<file path="src/rtl/cbus_arbiter.sv">
// cbus_arbiter: round-robin two-master CBus arbiter with one transaction in flight and fixed read latency
module cbus_arbiter #(
    parameter int ADDR_W = 18,
    parameter int DATA_W = 32,
    parameter int RD_LAT = 1
) (
    input  logic              clk,
    input  logic              rst,
    input  logic              m0_req,
    input  logic              m0_wen,
    input  logic [ADDR_W-1:0] m0_addr,
    input  logic [DATA_W-1:0] m0_din,
    output logic              m0_ack,
    output logic [DATA_W-1:0] m0_dout,
    input  logic              m1_req,
    input  logic              m1_wen,
    input  logic [ADDR_W-1:0] m1_addr,
    input  logic [DATA_W-1:0] m1_din,
    output logic              m1_ack,
    output logic [DATA_W-1:0] m1_dout,
    output logic              cbus_en,
    output logic              cbus_wen,
    output logic [ADDR_W-1:0] cbus_addr,
    output logic [DATA_W-1:0] cbus_din,
    input  logic [DATA_W-1:0] cbus_dout,
    output logic              busy
);
    typedef enum logic [1:0] {IDLE, ISSUE, WAIT, DONE} state_t;
    localparam logic [3:0] CNT_INIT = 4'(RD_LAT - 1);
    state_t            state_q, state_d;
    logic              gnt_q, gnt_d, last_gnt_q, last_gnt_d;
    logic [3:0]        cnt_q, cnt_d;
    logic              cbus_en_q, cbus_en_d, cbus_wen_q, cbus_wen_d;
    logic [ADDR_W-1:0] cbus_addr_q, cbus_addr_d;
    logic [DATA_W-1:0] cbus_din_q, cbus_din_d;
    logic              m0_ack_q, m0_ack_d, m1_ack_q, m1_ack_d;
    logic [DATA_W-1:0] m0_dout_q, m0_dout_d, m1_dout_q, m1_dout_d;
    logic              busy_q, busy_d;
    always_comb begin
        state_d     = state_q;
        gnt_d       = gnt_q;
        last_gnt_d  = last_gnt_q;
        cnt_d       = cnt_q;
        cbus_en_d   = 1'b0;
        cbus_wen_d  = cbus_wen_q;
        cbus_addr_d = cbus_addr_q;
        cbus_din_d  = cbus_din_q;
        m0_ack_d    = 1'b0;
        m1_ack_d    = 1'b0;
        m0_dout_d   = m0_dout_q;
        m1_dout_d   = m1_dout_q;
        case (state_q)
            IDLE: if (m0_req || m1_req) begin
                state_d     = ISSUE;
                gnt_d       = (m0_req && m1_req) ? ~last_gnt_q : m1_req;
                cbus_en_d   = 1'b1;
                cbus_wen_d  = gnt_d ? m1_wen : m0_wen;
                cbus_addr_d = gnt_d ? m1_addr : m0_addr;
                cbus_din_d  = gnt_d ? m1_din : m0_din;
            end
            ISSUE: if (cbus_wen_q) begin
                state_d  = DONE;
                m0_ack_d = ~gnt_q;
                m1_ack_d = gnt_q;
            end else begin
                state_d = WAIT;
                cnt_d   = CNT_INIT;
            end
            WAIT: if (cnt_q == 4'd0) begin
                state_d   = DONE;
                m0_ack_d  = ~gnt_q;
                m1_ack_d  = gnt_q;
                m0_dout_d = gnt_q ? m0_dout_q : cbus_dout;
                m1_dout_d = gnt_q ? cbus_dout : m1_dout_q;
            end else begin
                cnt_d = cnt_q - 4'd1;
            end
            DONE: begin
                state_d    = IDLE;
                last_gnt_d = gnt_q;
            end
            default: state_d = IDLE;
        endcase
        busy_d = state_d != IDLE;
    end
    // last_gnt resets to m1 so the first tie goes to m0
    always_ff @(posedge clk or posedge rst) begin
        if (rst) begin
            state_q     <= IDLE;
            gnt_q       <= 1'b0;
            last_gnt_q  <= 1'b1;
            cnt_q       <= 4'd0;
            cbus_en_q   <= 1'b0;
            cbus_wen_q  <= 1'b0;
            cbus_addr_q <= '0;
            cbus_din_q  <= '0;
            m0_ack_q    <= 1'b0;
            m1_ack_q    <= 1'b0;
            m0_dout_q   <= '0;
            m1_dout_q   <= '0;
            busy_q      <= 1'b0;
        end else begin
            state_q     <= state_d;
            gnt_q       <= gnt_d;
            last_gnt_q  <= last_gnt_d;
            cnt_q       <= cnt_d;
            cbus_en_q   <= cbus_en_d;
            cbus_wen_q  <= cbus_wen_d;
            cbus_addr_q <= cbus_addr_d;
            cbus_din_q  <= cbus_din_d;
            m0_ack_q    <= m0_ack_d;
            m1_ack_q    <= m1_ack_d;
            m0_dout_q   <= m0_dout_d;
            m1_dout_q   <= m1_dout_d;
            busy_q      <= busy_d;
        end
    end
    assign cbus_en   = cbus_en_q;
    assign cbus_wen  = cbus_wen_q;
    assign cbus_addr = cbus_addr_q;
    assign cbus_din  = cbus_din_q;
    assign m0_ack    = m0_ack_q;
    assign m1_ack    = m1_ack_q;
    assign m0_dout   = m0_dout_q;
    assign m1_dout   = m1_dout_q;
    assign busy      = busy_q;
endmodule
</file>
<file path="config.mk">
export PLATFORM = sky130hd
export DESIGN_NAME = cbus_arbiter
export DESIGN_NICKNAME = d
export VERILOG_FILES = /design/src/rtl/cbus_arbiter.sv
export SDC_FILE = /design/constraint.sdc
export NUM_CORES = 1
export LEC_CHECK = 0
export ABC_AREA = 1
export BUFFER_PORTS_ARGS = -buffer_cell sky130_fd_sc_hd__buf_4
export CAP_MARGIN = 40
export CORE_MARGIN = 5
export CORE_UTILIZATION = 44
export CTS_BUF_LIST = sky130_fd_sc_hd__clkbuf_4
export DETAILED_ROUTE_END_ITERATION = 6
export PLACE_DENSITY = 0.83
export SYNTH_ARGS = -nofsm -noshare
export SYNTH_HDL_FRONTEND = slang
export SYNTH_SLANG_ARGS = --single-unit
</file>
<file path="constraint.sdc">
create_clock -name clk -period 4.3 [get_ports clk]
set_clock_uncertainty 0.05 [all_clocks]
set_input_delay 0.215 -clock clk [delete_from_list [all_inputs] [get_ports clk]]
set_output_delay 0.215 -clock clk [all_outputs]
set_load 0.01 [all_outputs]
</file>
==> results by group <==
Worst setup path
  • Crit path launch: last_gnt_q
  • Slowest cell delay on critical path: 610 ps
  • Setup crit end kind: register
  • Max FO, Critical Path: 40
  • R2r setup slk: 1830 ps
  • Delay-heaviest family, CP: buffers and inverters
  • WP depth: 6
  • Req. time, crit path: 4700 ps
  • Critical Path End: cbus_din[22]
  • Most used cell along the critical path: nand2_1
  • Startpoint Class: register
  • Reg2reg end: cbus_din[22]
  • CP Class: reg2reg
  • Worst Reg-to-Reg Cells: 6
  • Worst r2r src: last_gnt_q
  • WP buf/inv: 2
  • Critical-path cell list: nand2_2 > nand2_1 > buf_4 > nand2_1 > a31oi_1 > dlygate4sd3_1
  • Data arrival time of the critical path: 2870 ps
  • Critical path's slowest cell: dlygate4sd3_1

Placement
  • Port Buffers: 256
  • Routability cong.: 0.792
  • Dpl cells: 982
  • DP HPWL: 11,600 um

STA
  • Setup Viol. Count Final: 0
  • Hold Fails Final Rpt: 0
  • Fin Hold WS: 223 ps
  • Worst slew pin tran: 618 ps
  • Slew Limit Fails: 0
  • Fmax: 405 MHz
  • Fin Setup TNS: 0 ps
  • Final Critical Period: 2470 ps
  • Relative slew slack: 58.8%
  • Final period utilization: 57.4%
  • RSZ-0062 raised after global routing: false

Yosys
  • Area leader, netlist: dfrtp_1
  • Synth Area in Adders: 1.38%
  • Synth Flop Type: dfrtp_1
  • Area share of xor/xnor cells in the synthesized design: 0.161%
  • Commonest cells post-synth: 131 x nand2_1, 126 x dfrtp_1, 56 x nand3_1
  • Synth Instances: 592
  • Area contributors post-synth: dfrtp_1 58%, nand2_1 9.0%, a31oi_1 5.9%, nand3_1 5.1%, o21ai_0 4.3%
  • Seq/Total Area, Yosys: 58.4%
  • Post-Syn Nets: 736
  • Largest family of logic cells by synthesized area: simple AND/OR/NAND/NOR gates
  • Mapped Area: 5440 um^2
  • Most numerous cell in the Yosys netlist: nand2_1
  • Mean post-synth cell area: 9.19 um^2
  • #FFs+latches synth: 127
  • Post-synth EDFFs: 0
  • Post-synth top area share: 57.9%
  • Synth cell types: 25
  • Post-Synth Simple-Gate Area: 19.6%
  • Synth warnings: 0
  • Synth async-reset ratio: 100%
  • Synth Area in Compound Gates: 12.5%
  • Multiplexer share of the synthesized area: 0%

Clocking
  • Cts repair resizes: 0
  • H-tree depth: 4
  • CTS tree: built
  • Clk sinks: 127
  • CTS buffer count: 17
  • Clock transition at path regs: 100 ps
  • CTS Hold Bufs: 136
  • CTS max path bufs: 2
  • # Post-CTS Setup Buffers: 0
  • Clk_lat worst skew: 510 ps
  • CTS root buffer: clkbuf_4

Detailed routing
  • First-pass DRT Iterations: 5
  • Drt total wl: 20,400 um
  • DRT iter0 DRCs: 500
  • Average wire per standard cell: 17.7 um
  • # DRC: 0
  • Via count: 6,054
  • Vias/cell: 5.26
  • DRT antenna net count: 0

Power and ir drop
  • VDD IR max: 0.000386 V
  • Power Dens Cells: 693 nW/um^2
  • Leakage: 0.00450 uW

Die
  • # IOs: 257
  • Row count: 40
  • Core Box Area: 12,100 um^2
  • Initial Utilization: 45.1%
  • Die Y: 121 um
  • Die width: 121 um
  • DIE AREA: 14,700 um^2

Global routing
  • First-pass GRT wire length: 31,500 um
  • Total grt overflow: 0
  • Vias in the first global route: 6,236
  • GRT Util Overall: 27.5%
  • Initial antenna violation count: 2
  • Largest net degree at the start of global routing: 65

Hold path
  • Worst Hold Launch: m1_req
  • Hold Path Class: in2reg

Layout
  • Layout cells sized above 1: 30.5%
  • Area Growth Syn to Fin: 66.8%
  • Fin util: 75.3%
  • Filler cells: 748
  • Nets: 1,113
  • Non-filler cells, final: 1,152

Run status
  • Status: completed

Run
  • Max Cap Viol: 0
registers in the layout (all words and copies together), names as in the netlist:
name	cells
cbus_din	32
m0_dout	32
m1_dout	32
cbus_addr	18
cnt_q	4
state_q	2
busy	1
cbus_en	1
cbus_wen	1
gnt_q	1
last_gnt_q	1
m0_ack	1
m1_ack	1
stage by stage:
stage                     power [uW]  worst slack, ps  area [um^2]
after floorplan                 3490              652         5440
after global placement          4620             2030         7350
after detailed placement        4730             2310         7400
after CTS                       6150             1940         9070
after global routing            6700             1720         9080
final                           6290             1830         9080
power breakdown:
group / switching (uW) / internal, uW / total [uW] / leakage [uW]
clock: 418 / 493 / 912 / 0.000173
combinational: 1570 / 1650 / 3220 / 0.00283
sequential: 374 / 1790 / 2160 / 0.00150
how the worst min path moves through the flow:
stage / end / cells after the start
2_1_floorplan: m0_dout[8] / 2
3_3_place_gp: m0_dout[0] / 2
3_5_place_dp: busy / 2
4_1_cts: gnt_q / 3
5_1_grt: gnt_q / 3
6_report: gnt_q / 3
layout by cell type, fill, tap and decap left out, types with 2 or more instances in the layout:
cell	instances
dfrtp_1	126
buf_4	259
buf_12	2
bufinv_16	4
a31oi_1	51
nor2_4	3
inv_1	42
diode_2	2
nor2_1	55
nand2_4	2
o21ai_0	47
clkbuf_4	23
ha_1	6
nand3_1	56
clkinv_1	4
o21ai_1	23
nand2_1	131
dlygate4sd3_1	136
tightest hold or removal path, delay by kind of cell:
| family | cells | cell delay [ps] |
|---|---|---|
| AND/OR/NAND/NOR | 1 | 160 |
| AO/OA/AOI/OAI | 1 | 60 |
| buffers and inverters | 1 | 280 |
kinds of logic (layout without fill, tap and decap cells):
logic type,count (synthesis),after routing
and+or+nand+nor,251,251
buffers and inverters,84,474
other,0,2
AOI/OAI and AO/OA,123,123
DFF,127,127
xor gates and xnor gates,1,1
adders and majority gates,6,6
per-layer routing:
layer | up-vias | track usage, % | share of wire [%] | wire (um)
met4 | 0 | 15.1 | 4.6 | 943
met3 | 81 | 9.46 | 10 | 2040
li1 | 2720 | - | - | -
met5 | - | 0 | 0 | 0
met2 | 378 | 46.8 | 50 | 10100
met1 | 2875 | 30.0 | 36 | 7280
layout make-up:
cell class,count,area (um^2),share of cell area [%]
repair buffers,398,3370,37.2
flip-flops and latches,127,3180,35.0
multi-input cells,381,1830,20.2
well taps,168,210,2.32
clock buffers,23,173,1.90
inverters,44,168,1.85
clock inverters,9,140,1.54
diodes,2,5.00,0.0551
(Power assumes the default switching activity.)
